### src/rtl/sync_deframer.sv
// rtl/sync_deframer.sv - sync-nibble frame aligner producing one byte per 12-bit frame
module sync_deframer #(
    parameter logic [3:0] SYNC     = 4'b1011,
    parameter int         MISS_MAX = 2
) (
    input  logic       clk,
    input  logic       r,
    input  logic [3:0] q,
    output logic [7:0] data,
    output logic       valid,
    output logic       locked,
    output logic       err,
    output logic [7:0] frames
);

    typedef enum logic [1:0] {HUNT, HI, LO, CHK} state_t;

    localparam logic [1:0] MISS_LIM = 2'(MISS_MAX);

    state_t     state, state_n;
    logic [1:0] cnt, cnt_n;
    logic [1:0] miss, miss_n;
    logic [3:0] hi, hi_n;
    logic [7:0] data_n;
    logic       valid_n;
    logic       locked_n;
    logic       err_n;
    logic [7:0] frames_n;
    logic [1:0] miss_inc;

    assign miss_inc = miss + 2'd1;

    always_ff @(posedge clk or negedge r) begin
        if (!r) begin
            state  <= HUNT;
            cnt    <= 2'd0;
            miss   <= 2'd0;
            hi     <= 4'h0;
            data   <= 8'h00;
            valid  <= 1'b0;
            locked <= 1'b0;
            err    <= 1'b0;
            frames <= 8'h00;
        end else begin
            state  <= state_n;
            cnt    <= cnt_n;
            miss   <= miss_n;
            hi     <= hi_n;
            data   <= data_n;
            valid  <= valid_n;
            locked <= locked_n;
            err    <= err_n;
            frames <= frames_n;
        end
    end

    // Every state but HUNT counts four window shifts, then acts on a fresh nibble in q.
    always_comb begin
        state_n  = state;
        cnt_n    = cnt;
        miss_n   = miss;
        hi_n     = hi;
        data_n   = data;
        valid_n  = 1'b0;
        locked_n = locked;
        err_n    = 1'b0;
        frames_n = frames;
        case (state)
            HUNT: begin
                cnt_n = 2'd0;
                if (q == SYNC) begin
                    state_n = HI;
                end
            end
            default: begin
                cnt_n = cnt + 2'd1;
                if (cnt == 2'd3) begin
                    cnt_n = 2'd0;
                    case (state)
                        HI: begin
                            hi_n    = q;
                            state_n = LO;
                        end
                        LO: begin
                            data_n  = {hi, q};
                            valid_n = 1'b1;
                            state_n = CHK;
                        end
                        default: begin
                            if (q == SYNC) begin
                                miss_n   = 2'd0;
                                locked_n = 1'b1;
                                frames_n = frames + 8'd1;
                                state_n  = HI;
                            end else if (miss_inc == MISS_LIM) begin
                                miss_n   = 2'd0;
                                locked_n = 1'b0;
                                err_n    = 1'b1;
                                state_n  = HUNT;
                            end else begin
                                // Flywheel: tolerate an isolated bad sync and keep framing.
                                miss_n  = miss_inc;
                                state_n = HI;
                            end
                        end
                    endcase
                end
            end
        endcase
    end

endmodule

### config.mk
export PLATFORM = sky130hd
export DESIGN_NAME = sync_deframer
export DESIGN_NICKNAME = d
export VERILOG_FILES = /design/src/rtl/sync_deframer.sv
export SDC_FILE = /design/constraint.sdc
export NUM_CORES = 1
export LEC_CHECK = 0
export CAP_MARGIN = 15
export CELL_PAD_IN_SITES_DETAIL_PLACEMENT = 1
export CELL_PAD_IN_SITES_GLOBAL_PLACEMENT = 1
export CORE_MARGIN = 2
export CORE_UTILIZATION = 36
export DETAILED_ROUTE_END_ITERATION = 8
export PLACE_DENSITY = 0.77
export SYNTH_ARGS = -nofsm -noshare
export SYNTH_HDL_FRONTEND = slang
export SYNTH_SLANG_ARGS = --single-unit
export TNS_END_PERCENT = 20
### constraint.sdc
create_clock -name clk -period 1.5 [get_ports clk]
set_input_delay 0.3 -clock clk [delete_from_list [all_inputs] [get_ports clk]]
set_output_delay 0.3 -clock clk [all_outputs]
set_load 0.01 [all_outputs]
==> out/qor.yml, run 1 <==
status: "completed"
fp.dieH_microns: 63.0
fin_nets: 149
powerDensity_nw_per_um2: 1730
startpoint: "cnt[0]"
first_iter_violations: 9
ant_nets: 0
n_fill_cell: 372
drive_gt1_frac: 0.326
wl_met3_microns: 101
htreeDepth: 2
cts.sinks: 29
power_mw: 3.03
finalSetupViolCount: 0
dpl_worst_slack_ns: -0.312
avgSynthCellArea_sq_um: 13.5
max_freq_mhz: 674
reg2reg_from: "cnt[0]"
cp.required_ns: 1.73
viasPerCell: 4.81
hold_class: "in -> async"
path_max_fanout: 4
ys_warn_count: 0
antenna_found_initial: 0
intPower_mw: 2.10
track_usage: 0.159
p_sw_frac: 0.306
grt_pass1_vias: 987
timing.final.ws_setup_ns: 0.0152
clock_latency_ns: 0.33
diodes: 0
gp_congestion: 0.795
cp.arrival_ns: 1.71
criticalPathCategory: "reg -> reg"
vdd_drop_max_mv: 1.11
netlist_area_sq_um: 1250
grt_overflow: 0
clkSlewWorstSetupHoldPaths_ns: 0.09
dieArea_sq_um: 3960
synth.net_count: 105
hold_violations: 0
synthCells: 93
p_switching_mw: 0.928
finalSetupTns_ns: 0
placementRows: 21
topRoutingLayerUsed: "met4"
yosysUniqueCellTypes: 26
slew_viol_final: 0
vias: 885
max-cap-violations: 0
skew_ns: 0.00306
cts_buffers: 5
die_w_microns: 63.0
wl_met1_microns: 1220
final_cells: 184
ys_ff_latch: 29
hpwl_microns: 2030
cts_tree: "yes"
place_inst: 172
area_growth_pct: 40.2
clkPwrFrac: 0.265
io_pins: 25
mostFrequentLayoutCells: "28 x dfrtp_1, 19 x dlygate4sd2_1, 13 x mux2_2, 13 x buf_4"
wl_met2_microns: 1530
grt_pass1_wl_microns: 4770
slew_headroom: 0.742
layout_commonest_cell: "dfrtp_1"
drtPass1Iterations: 2
routed_wl_microns: 2890
timing.final.crit_share: 0.990
min_period_ns: 1.48
worst_pin_slew_ns: 0.383
p_leak_nw: 0.933
drc: 0
rsz0062_at_grt: "yes"
start_util: 0.375
cp-end-kind: "register"
io_buffers: 24
power.share.combinational: 0.341
worstSetupStartpointType: "register"
cts_buffer_depth: 2
postCtsHoldBufs: 0
core_area_sq_um: 3340
yosysSeqAreaShare: 0.580
power_frac_seq: 0.394
grt_max_degree: 30
cts-root-buf: "clkbuf_4"
wl_per_cell_microns: 15.7
-- registers in the layout (all words and copies together), names as in the netlist --
name    flops
cnt         2
locked      1
valid       1
hi          4
miss        2
state       2
frames      8
data        8
err         1
-- cells in the mapped netlist --
cell | number | area share
xnor2_1 | 1 | 0.0070
a21oi_1 | 1 | 0.0040
nand4_1 | 1 | 0.0050
mux2_2 | 13 | 0.12
and3_2 | 1 | 0.0060
or4_4 | 1 | 0.0090
nor3_1 | 4 | 0.016
nor4_1 | 3 | 0.015
a21o_1 | 1 | 0.0060
nor2_1 | 4 | 0.012
nand2_2 | 2 | 0.010
a31oi_1 | 1 | 0.0050
xor2_1 | 5 | 0.035
nor2b_1 | 2 | 0.010
nand2_1 | 3 | 0.0090
mux2i_1 | 1 | 0.0080
nand4b_4 | 1 | 0.019
nor3b_1 | 1 | 0.0060
dfrtp_1 | 29 | 0.58
o21a_1 | 1 | 0.0060
nand3_1 | 2 | 0.0080
a221oi_1 | 1 | 0.0070
and4b_2 | 1 | 0.0090
inv_1 | 6 | 0.018
ha_1 | 6 | 0.060
xnor2_2 | 1 | 0.013
-- routing by layer --
metal / vias to the layer above / global-route usage
li1: 413 / -
met1: 453 / 0.193
met2: 16 / 0.265
met3: 3 / 0.0541
met4: 0 / 0.0528
met5: - / 0
-- layout make-up --
type	count	area [sq um]	share of cell area
sequential	29	727	0.414
multi-input combinational	58	528	0.301
inverter	6	22.5	0.0128
clock inverter	3	65.1	0.0371
tap	46	57.6	0.0328
timing repair buffer	37	317	0.180
clock buffer	5	37.5	0.0214
-- metrics by stage --
| step | area [sq um] | util | hold slack, ns |
|---|---|---|---|
| after floorplan | 1250 | - | 0.00441 |
| after CTS | 1730 | 0.519 | 0.357 |
| after global routing | 1750 | 0.526 | 0.380 |
| final | 1750 | 0.526 | 0.355 |
| after global placement | 1620 | 0.485 | 0.421 |
| after detailed placement | 1620 | 0.485 | 0.453 |
-- repair_timing --
item	CTS	global route
buffers inserted	3	1
endpoints found under the setup margin	31	18
hold endpoints to repair	0	0
gates resized for setup	22	4
gates cloned	0	0
pin swaps	0	0
-- final timing paths --
check                       endpoint  slack, ns  cells past startpoint
max in group asynchronous  frames[4]       0.86                      2
max reg2reg                 state[0]       0.02                      5
max                         state[0]       0.02                      5
min                          data[5]       0.35                      2
min reg2reg                   cnt[0]       0.45                      1
min in group clk             data[1]       0.36                      2
-- critical path, cell delays in order (launching register included) --
cell      delay, ns
dfrtp_1        0.39
ha_1           0.23
nor2b_4        0.15
buf_4          0.15
and3_2         0.22
a221oi_1       0.23
-- kinds of logic after synthesis --
family,share of synthesized area
AOI/OAI and AO/OA,0.0280
muxes,0.125
and+or+nand+nor,0.134
adders and majority gates,0.0600
xor gates and xnor gates,0.0550
buffers and inverters,0.0180
DFF,0.580
-- power by group through the flow --
stage / combinational (mW) / sequential (mW) / clock (mW)
after floorplan: 0.470 / 1.25 / 0
final: 1.03 / 1.19 / 0.803
after CTS: 0.980 / 1.20 / 0.829
after detailed placement: 1.02 / 1.23 / 0
after global placement: 0.958 / 1.20 / 0
after global routing: 1.16 / 1.23 / 0.860
Power figures use the tool's default switching activity.
==> inputs of run 2 (changes only) <==
--- a/config.mk
+++ b/config.mk
@@ -9,9 +9,10 @@
 export CELL_PAD_IN_SITES_DETAIL_PLACEMENT = 1
 export CELL_PAD_IN_SITES_GLOBAL_PLACEMENT = 1
 export CORE_MARGIN = 2
-export CORE_UTILIZATION = 36
+export CORE_UTILIZATION = 44
 export DETAILED_ROUTE_END_ITERATION = 8
-export PLACE_DENSITY = 0.77
+export DONT_BUFFER_PORTS = 1
+export PLACE_DENSITY = 0.76
 export SYNTH_ARGS = -nofsm -noshare
 export SYNTH_HDL_FRONTEND = slang
 export SYNTH_SLANG_ARGS = --single-unit
==> run 2 against run 1 <==
  * Sequential share of layout area is 8.1 points higher
  * Clock power is 41% lower
  * Clock skew is 0.011 ns higher
  * Critical endpoint is now frames[4]
  * Critical path type unchanged
  * Final cell count is 23% lower
  * Largest cell class unchanged
  * Hold slack worse by 0.25 ns
  * Die area is 17% lower
==> out/qor.yml, run 2 (synthesized netlist as in run 1, its figures left out) <==
cp_slowest_cell: "or4_4"
dpl_cell_area_sq_um: 1340
area_growth_pct: 17.1
worstSetupStartpointType: "register"
top_regs: "data: 8 flops, frames: 8 flops, hi: 4 flops"
wl_met2_microns: 1200
cp.arrival_ns: 1.70
core_area_sq_um: 2730
layout_commonest_cell: "dfrtp_1"
io_buffers: 0
hold_class: "in -> reg"
fin_nets: 121
ant_nets: 0
mostFrequentLayoutCells: "29 x dfrtp_1, 13 x mux2_2, 7 x buf_4"
cpPeakStageDelay_ns: 0.50
cts_buffers: 5
routed_wl_microns: 2410
final_cells: 141
grt_pass1_wl_microns: 4150
place_inst: 130
track_usage: 0.175
gp_congestion: 0.764
viasPerCell: 5.46
slew_headroom: 0.796
utilization: 0.536
grt_overflow: 0
hold_violations: 0
dieArea_sq_um: 3290
topRoutingLayerUsed: "met4"
die_w_microns: 57.3
cp.required_ns: 1.73
grt_pass1_vias: 839
wl_met3_microns: 133
clock_latency_ns: 0.34
path_max_fanout: 6
finalSetupTns_ns: 0
start_util: 0.458
io_pins: 25
drive_gt1_frac: 0.391
drc: 0
first_iter_violations: 5
clkSlewWorstSetupHoldPaths_ns: 0.10
grt_max_degree: 30
antenna_found_initial: 0
placementRows: 19
htreeDepth: 2
diodes: 0
crit_chain: "ha_1, nand2_2, or4_4, xnor2_2"
fp.dieH_microns: 57.3
min_period_ns: 1.47
cts_buffer_depth: 2
vias: 770
drtPass1Iterations: 4
slew_viol_final: 0
status: "completed"
cp-end-kind: "register"
vdd_drop_max_mv: 1.40
skew_ns: 0.0139
max_freq_mhz: 679
powerDensity_nw_per_um2: 1730
finalSetupViolCount: 0
criticalPathCategory: "reg -> reg"
hpwl_microns: 1730
design_area_sq_um: 1470
timing.final.crit_share: 0.982
cts.sinks: 29
wl_met1_microns: 1020
cts-root-buf: "clkbuf_4"
max-cap-violations: 0
cts_tree: "yes"
p_leak_nw: 0.735
wl_per_cell_microns: 17.1
worst_pin_slew_ns: 0.303
==> run 2: cell types whose count changed in the layout (fill, tap and decap cells not counted), sizes merged <==
cell and delta:
clkdlybuf4s50 -4, clkinvlp +1, dlygate4sd3 +1, bufinv -2, dlymetal6s2s -1, dlygate4sd2 -19, clkinv +1, buf -5
==> run 2: what timing repair did <==
action | 4_1_cts | 5_1_grt
endpoints found under the hold margin | 29 | 0
pin swaps | 0 | 0
setup endpoints to repair | 13 | 3
hold buffers | 2 | 0
gates resized for setup | 5 | 4
buffers inserted | 1 | 0
==> run 2: worst max-delay path, delay by kind of cell, from the launching register on <==
family | cells | cell delay, ns
XOR/XNOR | 1 | 0.14
adder cells (fa/ha/maj) | 1 | 0.19
flip-flops | 1 | 0.43
AND/OR/NAND/NOR | 2 | 0.59
==> run 2: cell type report <==
cell class / count / area (sq um)
clock buffers: 5 / 37.5
clock inverters: 3 / 17.5
fillers: 274 / 1270
inverters: 6 / 22.5
multi-input cells: 58 / 541
flip-flops and latches: 29 / 726
well taps: 31 / 38.8
repair buffers: 9 / 82.6
==> run 2: final timing paths <==
kind | from | endpoint | slack, ns | cells past startpoint
max reg2reg | state[1] | frames[4] | 0.03 | 4
min in group asynchronous | r | frames[5] | 0.38 | 2
max | state[1] | frames[4] | 0.03 | 4
min reg2reg | cnt[0] | cnt[0] | 0.44 | 1
max in group asynchronous | r | frames[1] | 0.94 | 2
min | q[3] | hi[3] | 0.11 | 1
==> run 2: where the power goes <==
part,leakage (nW),total (mW),internal (mW),switching (mW)
Clock,0.0310,0.471,0.176,0.295
Sequential,0.365,1.28,1.04,0.235
Combinational,0.339,0.785,0.415,0.371
==> run 2: layer usage <==
metal	track usage	vias up
li1	-	358
met1	0.219	391
met2	0.258	17
met3	0.0771	4
met4	0.0897	0
met5	0	-
==> run 2: through the flow <==
stage               setup slack (ns)  total power [mW]  hold slack (ns)
floorplan                     0.0858              1.72          0.00441
global placement              0.0731              1.88          0.00530
detailed placement           -0.0313              1.95          0.00530
CTS                           0.0134              2.51           0.0913
global route             -0.00000455              2.71           0.0984
finish                        0.0272              2.53            0.106
